[src/rtl/dmem_arbiter.sv]
// ============================================================================
// Module   : dmem_arbiter
// Brief    : Two-port (core / aux) arbiter onto a single-port 1-cycle data
//            memory. Core has priority. Optional starvation relief for aux is
//            compiled in with macro DMEM_ARB_STARVE_EN.
// Revision : 1.0 - initial release
// ============================================================================
`default_nettype none

module dmem_arbiter #(
    parameter int unsigned STARVE_LIMIT = 8
) (
    input  logic        clk,
    input  logic        rst,
    input  logic        coreRen,
    input  logic        coreWen,
    input  logic [31:0] coreAddr,
    input  logic [31:0] coreWdata,
    input  logic [2:0]  coreSize,
    output logic [31:0] coreRdata,
    output logic        coreStall,
    input  logic        auxRen,
    input  logic        auxWen,
    input  logic [31:0] auxAddr,
    input  logic [31:0] auxWdata,
    input  logic [2:0]  auxSize,
    output logic        auxGnt,
    output logic        auxRvalid,
    output logic [31:0] auxRdata,
    output logic [31:0] dmemAddr,
    output logic [31:0] dmemWdata,
    output logic [2:0]  dmemSize,
    output logic        dmemWen,
    output logic        dmemRen,
    input  logic [31:0] dmemRdata
);

    typedef enum logic {
        OWN_CORE = 1'b0,
        OWN_AUX  = 1'b1
    } owner_e;

    if ((STARVE_LIMIT < 1) || (STARVE_LIMIT > 255)) begin : g_bad_limit
        $error("dmem_arbiter: STARVE_LIMIT must be in 1..255");
    end

    logic   coreReq;
    logic   auxReq;
    logic   forceAux;
    logic   coreGrant;
    logic   auxGrant;
    logic   rdPending_q, rdPending_d;
    owner_e rdOwner_q,   rdOwner_d;

    assign coreReq   = coreRen | coreWen;
    assign auxReq    = auxRen | auxWen;
    assign coreGrant = coreReq & ~forceAux;
    assign auxGrant  = auxReq & ~coreGrant;

    // A port raising both Ren and Wen performs a write, never a read.
    always_comb begin
        rdPending_d = 1'b0;
        rdOwner_d   = OWN_CORE;
        if (coreGrant && coreRen && !coreWen) begin
            rdPending_d = 1'b1;
        end else if (auxGrant && auxRen && !auxWen) begin
            rdPending_d = 1'b1;
            rdOwner_d   = OWN_AUX;
        end
    end

    always_ff @(posedge clk or posedge rst) begin
        if (rst) begin
            rdPending_q <= 1'b0;
            rdOwner_q   <= OWN_CORE;
        end else begin
            rdPending_q <= rdPending_d;
            rdOwner_q   <= rdOwner_d;
        end
    end

`ifdef DMEM_ARB_STARVE_EN
    localparam logic [7:0] c_STARVE_LIMIT = 8'(STARVE_LIMIT);

    logic [7:0] starveCnt_q, starveCnt_d;

    assign forceAux = (starveCnt_q == c_STARVE_LIMIT) & auxReq;

    always_comb begin
        starveCnt_d = starveCnt_q;
        if (!auxReq || auxGrant) begin
            starveCnt_d = 8'd0;
        end else if (starveCnt_q != c_STARVE_LIMIT) begin
            starveCnt_d = starveCnt_q + 8'd1;
        end
    end

    always_ff @(posedge clk or posedge rst) begin
        if (rst) begin
            starveCnt_q <= 8'd0;
        end else begin
            starveCnt_q <= starveCnt_d;
        end
    end
`else
    assign forceAux = 1'b0;
`endif

    // Every output is gated by rst so the port goes quiet the moment reset rises.
    always_comb begin
        dmemAddr  = '0;
        dmemWdata = '0;
        dmemSize  = '0;
        dmemWen   = 1'b0;
        dmemRen   = 1'b0;
        if (!rst) begin
            if (coreGrant) begin
                dmemAddr  = coreAddr;
                dmemWdata = coreWdata;
                dmemSize  = coreSize;
                dmemWen   = coreWen;
                dmemRen   = coreRen & ~coreWen;
            end else if (auxGrant) begin
                dmemAddr  = auxAddr;
                dmemWdata = auxWdata;
                dmemSize  = auxSize;
                dmemWen   = auxWen;
                dmemRen   = auxRen & ~auxWen;
            end
        end
    end

    assign coreStall = ~rst & coreReq & ~coreGrant;
    assign auxGnt    = ~rst & auxGrant;
    assign auxRvalid = ~rst & rdPending_q & (rdOwner_q == OWN_AUX);
    assign auxRdata  = auxRvalid ? dmemRdata : '0;
    assign coreRdata = (~rst & rdPending_q & (rdOwner_q == OWN_CORE)) ? dmemRdata : '0;

endmodule

`default_nettype wire

[config.mk]
export PLATFORM = sky130hd
export DESIGN_NAME = dmem_arbiter
export DESIGN_NICKNAME = d
export VERILOG_FILES = /design/src/rtl/dmem_arbiter.sv
export SDC_FILE = /design/constraint.sdc
export NUM_CORES = 1
export LEC_CHECK = 0
export BUFFER_PORTS_ARGS = -buffer_cell sky130_fd_sc_hd__buf_4
export CORE_AREA = 2 2 120 122
export DETAILED_ROUTE_END_ITERATION = 16
export DIE_AREA = 0 0 122 124
export PLACE_DENSITY = 0.38
export SLEW_MARGIN = 10
export SYNTH_ARGS = -nofsm -noshare
export SYNTH_HDL_FRONTEND = slang
export SYNTH_SLANG_ARGS = --single-unit
export TNS_END_PERCENT = 30
[constraint.sdc]
create_clock -name clk -period 1.8 [get_ports clk]
set_input_delay 0 -clock clk [delete_from_list [all_inputs] [get_ports clk]]
set_output_delay 0 -clock clk [all_outputs]
set_load 0.01 [all_outputs]
# After elaboration in Yosys (flattened, before gate mapping)
# Cells that the tools add are included.
[classes]
bitwise_logic = 16
reduce_logical = 6
mux = 20
[ops]
columns = ["cell", "n"]
rows = [
  ["32-bit 2-to-1 mux", 8],
  ["1-bit AND", 9],
  ["1-bit 2-to-1 mux", 9],
  ["3-bit 2-to-1 mux", 3],
  ["1-bit NOT", 5],
  ["1-bit logical AND", 4],
  ["1-bit logical NOT", 2],
  ["1-bit bitwise OR", 2],
]
[word_totals]
wordCells = 44
in_bits = 172
register_bits = 2
out_inout_bits = 136

# Logic depth before layout (Yosys ltp)
# Gate-level depths: netlist (run 1).
[logic_depth]
word_depth = 7
depth_mapped = 5
mapped_depth_nobuf = 2

# Worst setup path after synthesis (run 1)
# OpenSTA, ideal clock, no wires.
[synth_path]
path_type = "reg-to-output"
from = "register rdOwner_q"
to = "output port auxRdata[22]"
t_required_ns = 1.800
stages_incl_launch_ff = 4
path_slack_ns = 0.764
n_path_buf = 1
arrival_time_ns = 1.036
path_cell_list = "dfrtp_1 and3b_1 clkbuf_1 and2_1"
[synth_between]
elab_chain_len = 2
[synth_rtl]
columns = ["element", "line", "rtl"]
rows = [
  ["start, declared", "53", "owner_e rdOwner_q, rdOwner_d;"],
  ["start signal, assigned", "78", "rdOwner_q <= rdOwner_d;"],
  ["1-bit AND", "135", "assign auxRvalid = ~rst & rdPending_q & (rdOwner_q == OWN_AUX);"],
  ["via auxRvalid", "28", "output logic auxRvalid,"],
  ["32-bit 2-to-1 mux", "136", "assign auxRdata = auxRvalid ? dmemRdata : '0;"],
  ["end, declared", "29", "output logic [31:0] auxRdata,"],
]
# The timed path passes the listed nets, and every way through them passes these cells.

# Worst setup path after layout (run 1)
[layout_path]
from = "input port rst"
to = "output port dmemWdata[5]"
[layout_between]
elab_chain_len = 1
[layout_rtl]
columns = ["element", "line", "rtl"]
rows = [
  ["start, declared", "14", "input logic rst,"],
  ["32-bit 2-to-1 mux", "116", "if (!rst) begin"],
  ["end, declared", "31", "output logic [31:0] dmemWdata,"],
]
# No other way between the ends.

==> impl_results.md, run 1 <==
* Status: finished clean
* Final worst-path cycle share at between 90% and 100%
* # rows at 43
* Critical Path AT at 1620 ps
* Number of synthesized register bits at 2
* Share of layout cells above drive strength 1 at 68.7%
* CTS root buffer: clkbuf_16
* H-tree Lvls at 1
* Syn Area/Cell at 7.80 um2
* Max VDD drop at 0.000152 V
* Crit-path max FO at 67
* Pwr per Cell Area at 305 nW/um2
* Post-synthesis sequential area ratio at 3.62%
* Multi-input logic area at 1170 um2
* Largest net degree at the start of global routing at 69
* Total Power at roughly 0.0012 W
* Min-Delay Path Class: in -> reg
* Final #Nets at 637
* RSZ-0062 raised after global routing: false
* Diodes inserted at 0
* Drt total wl at ~10000 um
* Hold Path Origin: coreWen
* YS warnings at 0
* Setup Total Neg Slack at 0 ps
* Mapped Cells at approximately 180
* Pleak at a little over 2 nW
* Max-slew violation count at 0
* Num CTS Buffers at 3
* Worst Hold End: rdPending_q$_DFF_PP0_
* Mapped Area at 1380 um2
* Worst-margin pin slew at about 750 ps
* ANT nets after route at 0
* CTS sink cnt at 2
* Initial drt markers at 144
* Worst Setup Start Kind: primary input
* Syn_nets at roughly 350
* Via count at 2668
* Hold Crit Depth at 2
* CORE AREA at 13700 um2
* Total GRT Usage at a little under an eighth
* F_max at 617 MHz
* CTS-repair resized insts at 0
* Pre-antenna DRT Iters at 6
* Final hold vios at 0
* Grt total ovfl at 0
* Die Y at 124 um
* Setup CP Type: in -> out
* Clk slew on worst S/H paths at 30 ps
* Die Width at 122 um
* WL per Instance at 15.6 um
* Reg area at between 50 and 60 um2
* CP required at 1800 ps
* DIE AREA at 15100 um2
* DRC viols at 0
* Num ports at 308
* Period minus WS final at 1620 ps
* # fillers at 1485
* CTS tree: built
* Final setup fails at 0
* Global-route wire length before repair at 13400 um
* Area Overhead vs Synth at 182%
* Initial Util at 10.1%
* Clock tree buffer depth at 2
* Vias in the first global route at between 2000 and 2500
* Setup bufs post-CTS at 0
* Distinct cells, synth at 20
* Post-DR vias/cell at 4.15
* Max-cap check violation count at 0
* Critical path capture point type: output pin
* Rel. slew slack at 49.9%
* Port Buffers at approximately 310
* Final Wtd Congestion at 0.748
* Initial antenna violation count at 0
## metal layers
layer  GRT usage [%]  part of all wire [%]
met1            11.9                    33
met2            23.3                    57
met3            1.97                   9.2
met4            2.16                  0.49
met5               0                     0
## power by group
group,internal [W],leakage [nW],switching (W)
Combinational,0.000496,1.96,0.000314
Sequential,0.0000473,0.0263,0.000000798
Clock,0.000282,0.0370,0.0000478
Total,0.000826,2.02,0.000362
## cells in the mapped netlist
| master | number | area, um2 |
|---|---|---|
| a32o_1 | 67 | 671 |
| and2_1 | 65 | 407 |
| clkbuf_1 | 15 | 56.3 |
| buf_2 | 6 | 30.0 |
| buf_4 | 5 | 37.5 |
| buf_6 | 3 | 33.8 |
| dfrtp_1 | 2 | 50.1 |
| inv_1 | 2 | 7.51 |
| a211oi_1 | 1 | 7.51 |
| a21oi_1 | 1 | 5.00 |
| and3b_1 | 1 | 8.76 |
| conb_1 | 1 | 3.75 |
| nand2b_1 | 1 | 6.26 |
| nor2b_1 | 1 | 6.26 |
| nor3_1 | 1 | 5.00 |
| nor3_2 | 1 | 10.0 |
| nor3b_2 | 1 | 12.5 |
| o21a_1 | 1 | 7.51 |
| o21ba_2 | 1 | 10.0 |
| or2_1 | 1 | 6.26 |
## critical path, cell delays in order
cell and delay [ps]:
dlygate4sd3_1 550, buf_4 170, o21ba_2 250, buf_12 260, a32o_1 200, buf_4 130
## sequential cells by signal (all words and copies together), names as in the netlist
signal	flops
rdOwner_q	1
rdPending_q	1
## timing repair
action	4_1_cts	5_1_grt
endpoints found under the setup margin	0	0
endpoints found under the hold margin	2	0
hold buffers	1	0
## placed cells by master (no fill, tap or decap), drive strengths merged
| cell type | count |
|---|---|
| and3b | 1 |
| a21oi | 1 |
| conb | 1 |
| or2 | 1 |
| inv | 2 |
| dlygate4sd3 | 1 |
| nand2b | 1 |
| buf | 311 |
| nor3b | 1 |
| nor2b | 1 |
| a211oi | 1 |
| dfrtp | 2 |
| a32o | 67 |
| clkbuf | 3 |
| o21a | 1 |
| o21ba | 1 |
| nor3 | 2 |
| and2 | 65 |
## per-stage QoR
| stage | util (%) | instances | hold WS, ps | area [um2] | setup WS, ps |
|---|---|---|---|---|---|
| global placement | 27.8 | 639 | -79.9 | 3810 | 507 |
| floorplan | - | 177 | -250 | 1380 | 764 |
| CTS | 28.4 | 643 | 2.97 | 3900 | 176 |
| detailed placement | 27.8 | 639 | -74.0 | 3810 | 517 |
| finish | 28.4 | 643 | 1.54 | 3900 | 180 |
| global route | 28.4 | 643 | 17.5 | 3900 | 109 |
## cell families (layout without fill, tap and decap cells)
group / after synthesis / in the layout / share of synthesized area, %
other: 1 / 1 / 0.271
buffers and inverters: 31 / 317 / 12.0
flip-flops: 2 / 2 / 3.62
AO/OA/AOI/OAI: 71 / 71 / 50.7
AND/OR/NAND/NOR: 72 / 72 / 33.4
## worst max path at each step
stage | slack, ps | end | depth (start not counted) | startpoint
CTS | 180 | dmemWdata[8] | 6 | rst
finish | 180 | dmemWdata[5] | 6 | rst
detailed placement | 520 | dmemWdata[8] | 5 | auxWen
floorplan | 760 | auxRdata[22] | 3 | rdOwner_q$_DFF_PP0_
global placement | 510 | dmemWdata[31] | 5 | auxWen
global route | 110 | dmemWdata[8] | 6 | rst
## layout make-up
class | count | area share [%]
Timing Repair Buffer | 312 | 60.8
Multi-Input combinational cell | 144 | 30.1
Tap cell | 180 | 5.77
Clock buffer | 3 | 1.92
Sequential cell | 2 | 1.28
Inverter | 2 | 0.192
Power figures use the tool's default switching activity.
==> run 2: changes to the inputs <==
--- a/config.mk
+++ b/config.mk
@@ -5,11 +5,13 @@
 export SDC_FILE = /design/constraint.sdc
 export NUM_CORES = 1
 export LEC_CHECK = 0
+export ABC_AREA = 1
 export BUFFER_PORTS_ARGS = -buffer_cell sky130_fd_sc_hd__buf_4
-export CORE_AREA = 2 2 120 122
+export CORE_AREA = 2 2 118 120
 export DETAILED_ROUTE_END_ITERATION = 16
-export DIE_AREA = 0 0 122 124
-export PLACE_DENSITY = 0.38
+export DIE_AREA = 0 0 120 122
+export HOLD_SLACK_MARGIN = 0.06
+export PLACE_DENSITY = 0.42
 export SLEW_MARGIN = 10
 export SYNTH_ARGS = -nofsm -noshare
 export SYNTH_HDL_FRONTEND = slang
==> impl_results.md, run 2 <==
* Final #Nets at 814
* Critical Path Source: rst
* Setup CP Type: in -> out
* Grt total ovfl at 0
* Crit-path max FO at 65
* Total GRT Usage at 13.4%
* Max-cap check violation count at 0
* Clock tree buffer depth at 2
* CTS tree: built
* Die Y at 122 um
* Distinct cells, synth at 17
* Post-DR vias/cell at roughly 4.3
* Min-Delay Path Class: in -> reg
* DP HPWL at roughly 8700 um
* YS warnings at 0
* Final worst setup slack at between 200 and 250 ps
* Final setup fails at 0
* Largest regs: rdOwner_q x1, rdPending_q x1
* CTS root buffer: clkbuf_16
* Asr flop ratio synth at 100%
* Most frequent cell after synthesis: nand2_1
* Vias in the first global route at 3106
* Syn Area/Cell at 4.77 um2
* CTS sink cnt at 2
* Syn_nets at 535
* DIE AREA at approximately 15000 um2
* Pleak at roughly 2.6 nW
* Drt total wl at 11100 um
* Post-Synth Adder-Cell Area at 0%
* WL per Instance at 13.5 um
* Most frequent cells in the layout: buf_4, nand2_1, nand4_1, nand3_1, nor2_1
* # fillers at 1504
* Global-route wire length before repair at 16000 um
* Pre-antenna DRT Iters at 4
* Most common cell after layout, fill and taps aside: buf_4
* Setup bufs post-CTS at 0
* XOR/XNOR share of the synthesized area at 0%
* Period minus WS final at 1590 ps
* Worst Setup Start Kind: primary input
* Via count at 3489
* Ranking of synthesized cells by area: nand4_1, nand3_1, nand2_1
* Clk slew on worst S/H paths at 30 ps
* Area Overhead vs Synth at 147%
* Die Width at around 120 um
* Pwr per Cell Area at about 300 nW/um2
* Largest net degree at the start of global routing at 72
* Num CTS Buffers at 3
* Port Buffers at 306
* Critical path capture point type: output pin
* Status: finished clean
* CP required at 1800 ps
* CORE AREA at 13500 um2
* Post-synth top cells: nand2_1, nand3_1, nand4_1, nor2_1, inv_1
* Final worst-path cycle share at 88.5%
* Initial Util at 12.8%
* Initial antenna violation count at 0
* H-tree Lvls at 1
* DRC viols at 0
* Share of layout cells above drive strength 1 at 50.6%
* Worst setup endpoint: dmemAddr[10]
* Post-synth EDFFs at 0
* Post-synthesis simple-gate area fraction at 75.5%
* Dominant synthesized flop cell: dfrtp_1
* Yosys top cell area share at 24.2%
* Mapped Cells at 363
* ANT nets after route at 0
* Final hold vios at 0
* Diodes inserted at 0
* Pre-CTS setup slack at 452 ps
* Number of synthesized register bits at 2
* F_max at 628 MHz
* # rows at 43
* Final Wtd Congestion at 0.782
* Setup Total Neg Slack at 0 ps
* Post-synthesis sequential area ratio at 2.89%
* Post-synthesis mux area share at 0%
* Max VDD drop at about 0.00017 V
* Num ports at 308
* Largest family of logic cells by synthesized area: simple AND/OR/NAND/NOR gates
* Max-slew violation count at 0
* Area fraction in compound gates after synthesis at less than 1%
* Initial drt markers at 156
* Yosys top cell by area: nand4_1
* Critical Path AT at about 1600 ps
* RSZ-0062 raised after global routing: false
* Mapped Area at 1730 um2
-- run 2: repair_timing --
item                                   4_1_cts  5_1_grt
setup endpoints to repair                    0       44
resized for setup                            0        2
endpoints found under the hold margin        3        0
hold buffers                                 2        0
-- run 2: how the worst min path moves through the flow --
stage,endpoint,depth (start not counted),start
2_1_floorplan,dmemRen,1,rst
3_3_place_gp,rdOwner_q$_DFF_PP0_,3,rst
3_5_place_dp,rdPending_q$_DFF_PP0_,3,rst
4_1_cts,rdOwner_q$_DFF_PP0_,4,auxWen
5_1_grt,rdPending_q$_DFF_PP0_,4,auxWen
6_report,rdOwner_q$_DFF_PP0_,4,auxWen
-- run 2: through the flow --
step           instances  instance area (um2)  hold slack (ps)  utilization (%)  power, W
2_1_floorplan        363                 1730             44.1                -  0.000389
3_3_place_gp         815                 4180              258             30.9  0.000950
3_5_place_dp         815                 4180              273             30.9  0.000950
4_1_cts              820                 4270             83.4             31.6   0.00130
5_1_grt              820                 4280              131             31.7   0.00138
6_report             820                 4280             82.4             31.7   0.00128
-- run 2: report_power, final --
group / internal, W / switching, W / total (W) / leakage, nW
clock network: 0.000283 / 0.0000526 / 0.000335 / 0.0370
logic: 0.000492 / 0.000406 / 0.000898 / 2.54
registers: 0.0000474 / 0.00000228 / 0.0000497 / 0.0264
total: 0.000822 / 0.000461 / 0.00128 / 2.61
-- run 2: layer usage --
metal | routed length (um) | GRT usage (%)
met5 | 0 | 0
met4 | 57 | 1.47
met3 | 1030 | 3.37
met2 | 6020 | 27.1
met1 | 3950 | 14.4
-- run 2: area by class of cell --
class	instances	area [um2]	share of cell area [%]
repair buffers	317	2450	57.2
well taps	180	225	5.26
inverters	39	149	3.48
multi-input cells	279	1330	31.1
flip-flops and latches	2	50.0	1.17
clock buffers	3	75.1	1.75
-- run 2: critical path: stages --
cell	delay [ps]
dlygate4sd3_1	540
buf_4	160
inv_4	90
buf_6	390
nand4_1	140
nand2_1	110
buf_4	130
-- run 2: cell families (layout without fill, tap and decap cells) --
| kind of cell | count (synthesis) | count (layout) |
|---|---|---|
| other cells | 1 | 1 |
| compound gates | 2 | 2 |
| simple gates | 276 | 276 |
| buf+inv | 82 | 359 |
| flops | 2 | 2 |
==> run 3: changes to the inputs <==
--- a/config.mk
+++ b/config.mk
@@ -5,13 +5,13 @@
 export SDC_FILE = /design/constraint.sdc
 export NUM_CORES = 1
 export LEC_CHECK = 0
-export ABC_AREA = 1
 export BUFFER_PORTS_ARGS = -buffer_cell sky130_fd_sc_hd__buf_4
-export CORE_AREA = 2 2 118 120
+export CORE_AREA = 2 2 120 122
 export DETAILED_ROUTE_END_ITERATION = 16
-export DIE_AREA = 0 0 120 122
+export DIE_AREA = 0 0 122 124
 export HOLD_SLACK_MARGIN = 0.06
-export PLACE_DENSITY = 0.42
+export PLACE_DENSITY = 0.38
+export SETUP_SLACK_MARGIN = 0.4
 export SLEW_MARGIN = 10
 export SYNTH_ARGS = -nofsm -noshare
 export SYNTH_HDL_FRONTEND = slang
==> constraint.sdc (replaced) <==
create_clock -name clk -period 1.8 [get_ports clk]
set_input_delay 0.54 -clock clk [delete_from_list [all_inputs] [get_ports clk]]
set_output_delay 0.54 -clock clk [all_outputs]
set_load 0.01 [all_outputs]
==> impl_results.md, run 3 (synthesized netlist as in run 1, its figures left out) <==
* Status: finished with violations
* Failing checks: setup timing
* Critical path capture point type: output pin
* Setup Total Neg Slack at -27350 ps
* Max-slew violation count at 0
* RSZ-0062 raised after global routing: true
* CTS tree: built
* Final hold vios at 0
* CORE AREA at 13700 um2
* Final worst setup slack at -296 ps
* CP required at 1260 ps
* Area Overhead vs Synth at 238%
* Worst Setup Start Kind: primary input
* # fillers at roughly 1500
* Setup CP Type: in -> out
* H-tree Lvls at 1
* Final setup fails at between 100 and 150
* Sequential Power Share at about 3.4%
* DP HPWL at 8000 um
* Max-cap check violation count at 0
* Die Width at between 100 and 150 um
* CTS root buffer: clkbuf_16
* Total GRT Usage at 12.7%
* Most frequent cells in the layout: buf_4, and2_1, buf_6, a32o_1, a32o_2
* Largest regs: rdOwner_q x1, rdPending_q x1
* # rows at 43
* Period minus WS final at ~2100 ps
* Post-DR vias/cell at 4.31
* Final worst-path cycle share at 116%
* F_max at 477 MHz
* ANT nets after route at 0
* Initial drt markers at roughly 130
* Clk slew on worst S/H paths at 30 ps
* Final Util at 34.0%
* Via count at 2876
* Crit-path cells: buf_8 > or2_4 > clkbuf_16 > a32o_2 > buf_6
* Crit-path max FO at 8
* Drt total wl at around 13000 um
* Sw Pwr at about 0.00044 W
* Diodes inserted at 0
* Die Y at 124 um
* Logic pwr share at ~73%
* Initial antenna violation count at 0
* Hold-fix buffers, CTS at 0
* CTS sink cnt at 2
* Clock tree buffer depth at 2
* Pwr per Cell Area at 304 nW/um2
* Initial Util at 10.1%
* Most common cell after layout, fill and taps aside: buf_4
* Max incr delay on CP at 320 ps
* Share of layout cells above drive strength 1 at 76.2%
* Pre-antenna DRT Iters at 4
* Min-Delay Path Class: in -> async
* DIE AREA at 15100 um2
* Max VDD drop at 0.000163 V
* Net Sw Frac at a little over 30%
* WL per Instance at 19.2 um
* Worst path slowest cell: or2_4
* Clk network pwr share at 23.4%
* Pint at approximately 0.00098 W
* Critical Path AT at 1560 ps
* Pleak at 2.46 nW
* Grt total ovfl at 0
* Total Power at 0.00142 W
* Global-route wire length before repair at 14800 um
* Final Wtd Congestion at 0.727
* DRC viols at 0
* Vias in the first global route at 2687
* Largest net degree at the start of global routing at 35
* Num CTS Buffers at 3
* Num ports at 308
* Final #Nets at 662
* Port Buffers at approximately 310
run 3: final cells by class:
class	count	area, um2	share of cell area, %
Timing Repair Buffer	336	3080	65.9
Multi-Input combinational cell	145	1230	26.4
Tap cell	180	225	4.83
Clock buffer	3	75.1	1.61
Sequential cell	2	50.0	1.07
Inverter	2	7.51	0.161
run 3: how the worst max path moves through the flow:
stage | start | to | cells past startpoint
finish | auxRen | dmemAddr[0] | 5
global route | auxRen | dmemWdata[0] | 5
CTS | coreRen | dmemWdata[5] | 6
floorplan | auxWen | dmemAddr[10] | 5
detailed placement | auxWen | dmemWdata[5] | 5
global placement | auxWen | dmemWdata[5] | 5
run 3: power by group through the flow:
stage,registers (W),logic [W],clock network [W]
floorplan,0.0000484,0.000296,0
global placement,0.0000486,0.000841,0
detailed placement,0.0000487,0.000843,0
CTS,0.0000485,0.000935,0.000338
global route,0.0000489,0.00110,0.000340
finish,0.0000485,0.00104,0.000332
run 3: per-stage QoR:
step,hold slack [ps],worst slack (ps),std cells,area [um2]
final,312,-296,668,4670
after CTS,209,-323,652,4260
after global placement,464,-404,644,3930
after global routing,320,-310,668,4670
after detailed placement,472,-404,644,3930
after floorplan,290,-125,177,1420
run 3: layer usage:
| metal | GRT usage (%) | part of all wire, % | vias to the layer above | routed length (um) |
|---|---|---|---|---|
| met5 | 0 | 0 | - | 0 |
| met4 | 2.73 | 0.60 | 0 | 77 |
| met3 | 1.56 | 6.9 | 4 | 879 |
| met2 | 26.7 | 57 | 151 | 7270 |
| met1 | 13.1 | 36 | 1380 | 4570 |
| li1 | - | - | 1341 | - |
run 3: what timing repair did:
item	CTS	global route
gates cloned	4	15
buffers inserted	1	1
endpoints found under the setup margin	135	135
gates resized for setup	38	27
pin swaps	26	35
run 3: critical path, delay by kind of cell:
family / cells / cell delay (ps)
buffers and inverters: 3 / 420
and+or+nand+nor: 1 / 320
AOI/OAI and AO/OA: 1 / 270
